[config.mk]
export PLATFORM = sky130hd
export DESIGN_NAME = count_stim_gen
export DESIGN_NICKNAME = d
export VERILOG_FILES = /design/src/rtl/count_stim_gen.sv
export SDC_FILE = /design/constraint.sdc
export NUM_CORES = 1
export LEC_CHECK = 0
export CAP_MARGIN = 30
export CORE_MARGIN = 1
export CORE_UTILIZATION = 58
export CTS_BUF_LIST = sky130_fd_sc_hd__clkbuf_2
export DETAILED_ROUTE_END_ITERATION = 10
export GPL_TIMING_DRIVEN = 0
export PLACE_DENSITY = 0.94
export SLEW_MARGIN = 30
export SYNTH_ARGS = -nofsm -noshare
export SYNTH_HDL_FRONTEND = slang
export SYNTH_SLANG_ARGS = --single-unit
[constraint.sdc]
create_clock -name Clk -period 7.7 [get_ports Clk]
set_clock_uncertainty 0.1 [all_clocks]
set_input_delay 1.54 -clock Clk [delete_from_list [all_inputs] [get_ports Clk]]
set_output_delay 1.54 -clock Clk [all_outputs]
set_load 0.02 [all_outputs]
[src/rtl/count_stim_gen.sv]
// Command-driven En/Slt stimulus generator with a shadow model (Exp0/Exp1) of the dual event counter.
// Optional feature: define STIM_GAP_EN to insert one idle GAP cycle after every En pulse.
module count_stim_gen #(
  parameter int CNT_W    = 16,
  parameter int PRESCALE = 4,
  parameter int EXP_W    = 64
) (
  input  logic             Clk,
  input  logic             Reset,
  input  logic             Cmd_Valid,
  output logic             Cmd_Ready,
  input  logic [CNT_W-1:0] Cmd_N0,
  input  logic [CNT_W-1:0] Cmd_N1,
  input  logic             Abort,
  output logic             En,
  output logic             Slt,
  output logic             Busy,
  output logic             Done,
  output logic [EXP_W-1:0] Exp0,
  output logic [EXP_W-1:0] Exp1
);

  localparam int PH_W = (PRESCALE > 1) ? $clog2(PRESCALE) : 1;
  localparam logic [PH_W-1:0] PH_LAST = PH_W'(PRESCALE - 1);

  typedef enum logic [2:0] {IDLE, RUN0, RUN1, GAP, FIN} state_t;

  state_t           state_q, state_d;
  logic [CNT_W-1:0] rem0_q, rem0_d, rem1_q, rem1_d;
  logic [PH_W-1:0]  phase_q, phase_d;
  logic [EXP_W-1:0] exp0_q, exp0_d, exp1_q, exp1_d;
  logic             en_q, slt_q, done_q;

  function automatic state_t pickRun(input logic [CNT_W-1:0] r0, input logic [CNT_W-1:0] r1);
    if (r0 != '0) return RUN0;
    if (r1 != '0) return RUN1;
    return FIN;
  endfunction

  // Model bookkeeping happens on the edge that ends each pulse cycle, so an
  // aborted pulse that was already driven is still counted.
  always_comb begin
    state_d = state_q;
    rem0_d  = rem0_q;
    rem1_d  = rem1_q;
    phase_d = phase_q;
    exp0_d  = exp0_q;
    exp1_d  = exp1_q;
    case (state_q)
      IDLE: begin
        if (Cmd_Valid) begin
          rem0_d  = Cmd_N0;
          rem1_d  = Cmd_N1;
          state_d = pickRun(Cmd_N0, Cmd_N1);
        end
      end
      RUN0: begin
        exp0_d = exp0_q + 1'b1;
        rem0_d = rem0_q - 1'b1;
`ifdef STIM_GAP_EN
        state_d = GAP;
`else
        state_d = pickRun(rem0_d, rem1_q);
`endif
      end
      RUN1: begin
        if (phase_q == PH_LAST) begin
          phase_d = '0;
          exp1_d  = exp1_q + 1'b1;
          rem1_d  = rem1_q - 1'b1;
        end else begin
          phase_d = phase_q + 1'b1;
        end
`ifdef STIM_GAP_EN
        state_d = GAP;
`else
        state_d = pickRun(rem0_q, rem1_d);
`endif
      end
`ifdef STIM_GAP_EN
      GAP:     state_d = pickRun(rem0_q, rem1_q);
`endif
      FIN:     state_d = IDLE;
      default: state_d = IDLE;
    endcase
    if (Abort && (state_q == RUN0 || state_q == RUN1 || state_q == GAP)) begin
      state_d = IDLE;
    end
  end

  always_ff @(posedge Clk or negedge Reset) begin
    if (!Reset) begin
      state_q <= IDLE;
      rem0_q  <= '0;
      rem1_q  <= '0;
      phase_q <= '0;
      exp0_q  <= '0;
      exp1_q  <= '0;
      en_q    <= 1'b0;
      slt_q   <= 1'b0;
      done_q  <= 1'b0;
    end else begin
      state_q <= state_d;
      rem0_q  <= rem0_d;
      rem1_q  <= rem1_d;
      phase_q <= phase_d;
      exp0_q  <= exp0_d;
      exp1_q  <= exp1_d;
      en_q    <= (state_d == RUN0) || (state_d == RUN1);
      slt_q   <= (state_d == RUN1);
      done_q  <= (state_d == FIN);
    end
  end

  assign Cmd_Ready = (state_q == IDLE);
  assign Busy      = (state_q != IDLE);
  assign En        = en_q;
  assign Slt       = slt_q;
  assign Done      = done_q;
  assign Exp0      = exp0_q;
  assign Exp1      = exp1_q;

endmodule

==> results of run 1 <==
per-layer routing:
metal | global-route usage [%] | part of all wire [%] | vias up
li1 | - | - | 3278
met1 | 39.4 | 43 | 3499
met2 | 46.2 | 49 | 322
met3 | 4.40 | 6.3 | 40
met4 | 9.88 | 2.4 | 0
met5 | 0 | 0 | -
registers in the layout (all words and copies together) (netlist names):
signal and count:
Exp0 64, Exp1 64, Done 1, phase_q 2
state_q 3, rem1_q 16, En 1, Slt 1
rem0_q 16
area by class of cell:
type	instances	area [sq um]
buffer	19	85.1
clock buffer	17	85.1
clock inverter	15	136
fill	985	3480
inverter	21	78.8
multi-input combinational	602	3920
sequential	168	4200
tap	180	225
timing repair buffer	169	1710
synthesized netlist by cell type (all sizes together), types with 9 or more instances:
library cell / n / area share (%)
o21ai: 25 / 1.5
nor3: 34 / 2.3
or3: 9 / 0.74
xnor2: 88 / 9.3
and2: 11 / 0.83
and4: 14 / 1.5
a221o: 14 / 1.7
clkbuf: 12 / 0.56
inv: 21 / 0.95
nand2: 92 / 4.2
a21oi: 14 / 0.85
nand3: 50 / 3.1
nor2: 59 / 2.7
and3: 21 / 1.6
nor4: 22 / 2.0
nand4: 36 / 3.0
xor2: 45 / 4.8
dfrtp: 168 / 51
path summary, 6_finish.rpt:
| path | endpoint | slack, ns | cells after the start |
|---|---|---|---|
| max | Cmd_Ready | 3.50 | 2 |
| min | Exp0[63] | 0.38 | 1 |
| max reg2reg | Done | 4.70 | 10 |
| min reg2reg | Exp0[63] | 0.38 | 1 |
| max in group asynchronous | Exp0[20] | 5.99 | 2 |
| min in group asynchronous | Exp1[43] | 0.64 | 1 |
power by group:
group	internal (mW)	leakage (nW)	switching, mW
registers	0.985	2.28	0.139
logic	0.258	2.09	0.353
clock network	0.143	0.132	0.306
cell families (layout without fill, tap and decap cells):
| kind of cell | after synthesis | count (layout) |
|---|---|---|
| buf+inv | 40 | 241 |
| xor+xnor | 133 | 133 |
| simple gates | 374 | 374 |
| mux | 1 | 1 |
| compound gates | 87 | 87 |
| fa+ha+maj | 7 | 7 |
| flops | 168 | 168 |
per-stage QoR:
stage          hold WS, ns  power [mW]  instance area [sq um]  util [%]
3_3_place_gp         0.355        1.70                  10200      73.2
6_report             0.381        2.18                  10500      75.0
3_5_place_dp         0.360        1.73                  10200      73.4
2_1_floorplan        0.350        1.51                   8290         -
5_1_grt              0.414        2.29                  10500      75.0
4_1_cts              0.385        2.18                  10500      75.0
worst register-to-register path, stage by stage (launching register included):
cell	delay (ns)
dfrtp_1	0.41
clkbuf_1	0.20
inv_1	0.14
ha_1	0.31
nor4bb_1	0.30
clkbuf_1	0.31
xor2_1	0.15
nor4_1	0.20
nand4_1	0.15
or4_1	0.46
a31oi_1	0.21
==> reports/summary.txt, run 1 <==
Register area share after synthesis - 50.7%
VDD IR max - 0.000166 V
Via Count - 7139
Period utilization - 54.6%
Mux cell area share after synthesis - 0.136%
Yosys cell types - 62
Data arrival, critical path - 2.56 ns
CP top delay family - buffers and inverters
Grt total ovfl - 0
I/O pin count - 169
Finished Layout Cells - 1191
1st-pass router iterations - 7
Syn Std Cell Area - 8290 sq um
CTS Sinks - 168
Largest net degree at the start of global routing - 92
Origin of the critical flop-to-flop path - rem1_q[0]
Crit-path slowest cell - clkdlybuf4s50_1
Placeable Area - 13900 sq um
Die height - 122 um
Adder-Cell Fraction of Synth Area - 1.06%
Post-CTS setup buffers - 0
Area growth from synthesis to layout - 26.1%
Power Dens Cells - 209 nW/um^2
Setup TNS - 0 ns
Vias in the first global route - 6771
Fin worst setup slack - 3.50 ns
Worst path required time - 6.06 ns
Most used DFF post-synth - dfrtp_1
Worst Setup Path Type - flop to output pin
Diode count - 0
Post-DP HPWL - 14700 um
Post-synthesis simple-gate area fraction - 24.8%
Worst-Skew Late Latency - 0.74 ns
Final-report max-slew violation count - 0
Placed insts - 1159
CTS Buf Count - 17
Nets@finish - 1041
First-pass GRT wire length - 33300 um
Share of cells above drive strength 1 - 6.13%
CP max FO - 7
ANT nets after route - 0
GRT Util Overall - 28.6%
Vias per cell - 5.99
Cells after synthesis - 810
Class of the worst hold path - flop to flop
Setup violators final - 0
Clock Pin Slew Worst Setup and Hold Paths - 0.23 ns
Final hold violations - 0
RSZ-0062 raised after global routing - false
Antenna violations before repair - 0
Fmax - 238 MHz
Die X - 122 um
Post-CTS Hold Buffers - 0
Setup Slack @ Placement - 4.01 ns
Status - finished, final reports clean
EDFF count, synth - 0
Rel. slew slack - 53.6%
PortBufs - 168
Number of synthesized register bits - 168
Initial Utilization - 59.5%
CP Cell Sequence - nor3_1 > clkdlybuf4s50_1
Number of remaining DRC errors - 0
WL final - 20000 um
Routed WL per cell - 16.8 um
Area share of xor/xnor cells in the synthesized design - 14.1%
Post_cts resized - 0
Die area - 14800 sq um
# H-tree levels - 4
Avg Cell Area, Syn - 10.2 sq um
Largest family of logic cells by synthesized area - simple AND/OR/NAND/NOR gates
Crit end category - output pin
Routability Congestion - 0.925
CTS tree - done
Cell row count - 43
Compound-cell area share of the yosys netlist - 7.31%
Max-Cap Viols - 0
CTS root buf - clkbuf_2
Async set or reset register ratio after synthesis - 100%
Worst setup SP type - flop
Commonest cells after routing, fill and taps aside - dfrtp_1 (168), clkdlybuf4s50_1 (167), nand2_1 (91)
Crit path largest cell delay - 0.73 ns
Buf/Inv on CP - 1
Clock buffer depth - 2
Synthesized net count - 853
Most common cell after layout, fill and taps aside - dfrtp_1
CP Launch Point - state_q[0]
Tightest Pin Transition - 0.691 ns
Worst hold start - Exp0[63]
Yosys warning total - 0
Leak pwr - 4.50 nW
DRT iter0 DRCs - 596
Crit path time final - 4.20 ns
No activity file was read; power rests on OpenSTA's default activity.
==> run 2: changes to the inputs <==
--- a/config.mk
+++ b/config.mk
@@ -7,11 +7,11 @@
 export LEC_CHECK = 0
 export CAP_MARGIN = 30
 export CORE_MARGIN = 1
-export CORE_UTILIZATION = 58
+export CORE_UTILIZATION = 53
 export CTS_BUF_LIST = sky130_fd_sc_hd__clkbuf_2
 export DETAILED_ROUTE_END_ITERATION = 10
 export GPL_TIMING_DRIVEN = 0
-export PLACE_DENSITY = 0.94
+export PLACE_DENSITY = 0.87
 export SLEW_MARGIN = 30
 export SYNTH_ARGS = -nofsm -noshare
 export SYNTH_HDL_FRONTEND = slang
==> constraint.sdc (replaced) <==
create_clock -name Clk -period 4.11 [get_ports Clk]
set_clock_uncertainty 0.1 [all_clocks]
set_input_delay 0.822 -clock Clk [delete_from_list [all_inputs] [get_ports Clk]]
set_output_delay 0.822 -clock Clk [all_outputs]
set_load 0.02 [all_outputs]
==> run 2 against run 1 <==
  * Global-route usage down 3.2 points
  * Critical path depth unchanged
  * Cell count up 2.7%
  * Utilization down 5.5 points
  * Flip-flop and latch count unchanged
  * Final area up 1.4%
  * Register-to-register slack worse by 3.6 ns
  * Highest routed layer unchanged
  * Clock power up 130%
==> reports/summary.txt, run 2 (synthesized netlist as in run 1, its figures left out) <==
Most common cell after layout, fill and taps aside - dfrtp_1
Number of remaining DRC errors - 0
Post-CTS setup buffers - 0
Post-CTS Hold Buffers - 1
CP max FO - 7
Worst-Skew Late Latency - 0.74 ns
Worst Setup Path Type - flop to output pin
CTS root buf - clkbuf_2
Grt total ovfl - 0
Final hold violations - 0
Rel. slew slack - 54.8%
VDD IR max - 0.000328 V
Origin of the critical flop-to-flop path - rem1_q[0]
CTS tree - done
Initial Utilization - 54.3%
Share of cells above drive strength 1 - 6.13%
Post-DP HPWL - 14500 um
Die X - 127 um
Total power - 4.26 mW
Leak pwr - 4.55 nW
Via Count - 6938
First-pass GRT wire length - 32600 um
Vias per cell - 5.67
Crit path largest cell delay - 0.73 ns
WL final - 19500 um
CP top delay family - buffers and inverters
Cell row count - 45
Final-report max-slew violation count - 0
Placeable Area - 15300 sq um
Power Dens Cells - 402 nW/um^2
1st-pass router iterations - 5
Max-Cap Viols - 0
Diode count - 0
Data arrival, critical path - 2.56 ns
PortBufs - 168
Worst setup SP type - flop
Antenna violations before repair - 0
Routability Congestion - 0.941
Vias in the first global route - 6684
CP Launch Point - state_q[0]
CTS Sinks - 168
Tightest Pin Transition - 0.673 ns
Setup TNS - 0 ns
Clock buffer depth - 2
ANT nets after route - 0
Crit path time final - 3.48 ns
Nets@finish - 1043
Worst path required time - 3.19 ns
Routed WL per cell - 16.0 um
Buf/Inv on CP - 1
Clock Pin Slew Worst Setup and Hold Paths - 0.25 ns
Area growth from synthesis to layout - 27.8%
RSZ-0062 raised after global routing - false
Worst reg-to-reg setup slack - 1.07 ns
Commonest cells after routing, fill and taps aside - dfrtp_1 (168), clkdlybuf4s50_1 (167), nand2_1 (91)
Setup violators final - 0
GRT Util Overall - 25.3%
Crit-path slowest cell - clkdlybuf4s50_1
DRT iter0 DRCs - 461
Fmax - 287 MHz
Die height - 127 um
CP Cell Sequence - nor3_1 > clkdlybuf4s50_1
Largest net degree at the start of global routing - 82
Post_cts resized - 0
Class of the worst hold path - primary input to async pin
# H-tree levels - 4
CTS Buf Count - 17
I/O pin count - 169
Status - finished, final reports clean
Die area - 16100 sq um
Crit end category - output pin
Period utilization - 84.8%
[run 2: cell types whose count changed in the layout (fill, tap and decap cells not counted), sizes merged]
cell	delta
clkinv	-5
bufinv	+3
buf	+1
clkbuf	+1
clkinvlp	-1
dlygate4sd3	+1
inv	+1
[run 2: stage by stage]
step                setup WS (ns)  cells  instance area (sq um)  hold slack, ns  utilization [%]
finish                      0.626   1223                  10600           0.376             69.5
global route                0.440   1223                  10600           0.319             69.5
CTS                         0.552   1223                  10600           0.285             69.5
detailed placement           1.15   1191                  10300           0.375             67.5
global placement            -4.64   1189                  10200           0.356             67.1
floorplan                    1.66    810                   8290           0.350                -
[run 2: final timing paths]
kind	endpoint	cells after the start
setup / recovery	Cmd_Ready	2
max in group asynchronous	Exp0[5]	3
min in group Clk	Exp1[63]	1
setup reg to reg	Done	10
hold reg to reg	Exp1[63]	1
hold / removal	Exp1[55]	2
[run 2: per-layer routing]
metal / share of wire (%) / up-vias / global-route usage (%)
li1: - / 3287 / -
met1: 44 / 3325 / 34.7
met2: 48 / 292 / 40.6
met3: 6.3 / 34 / 4.02
met4: 2.1 / 0 / 10.0
met5: 0 / - / 0
[run 2: final cells by class]
class / instances / area, sq um
fillers: 1139 / 4660
clock inverters: 13 / 203
flip-flops and latches: 168 / 4200
well taps: 211 / 264
multi-input cells: 602 / 3920
inverters: 21 / 78.8
repair buffers: 171 / 1750
clock buffers: 18 / 90.1
plain buffers: 19 / 85.1
[run 2: where the power goes]
| part | internal (mW) | total (mW) | switching, mW |
|---|---|---|---|
| Clock | 0.457 | 1.02 | 0.563 |
| Sequential | 1.85 | 2.10 | 0.255 |
| Combinational | 0.487 | 1.14 | 0.650 |
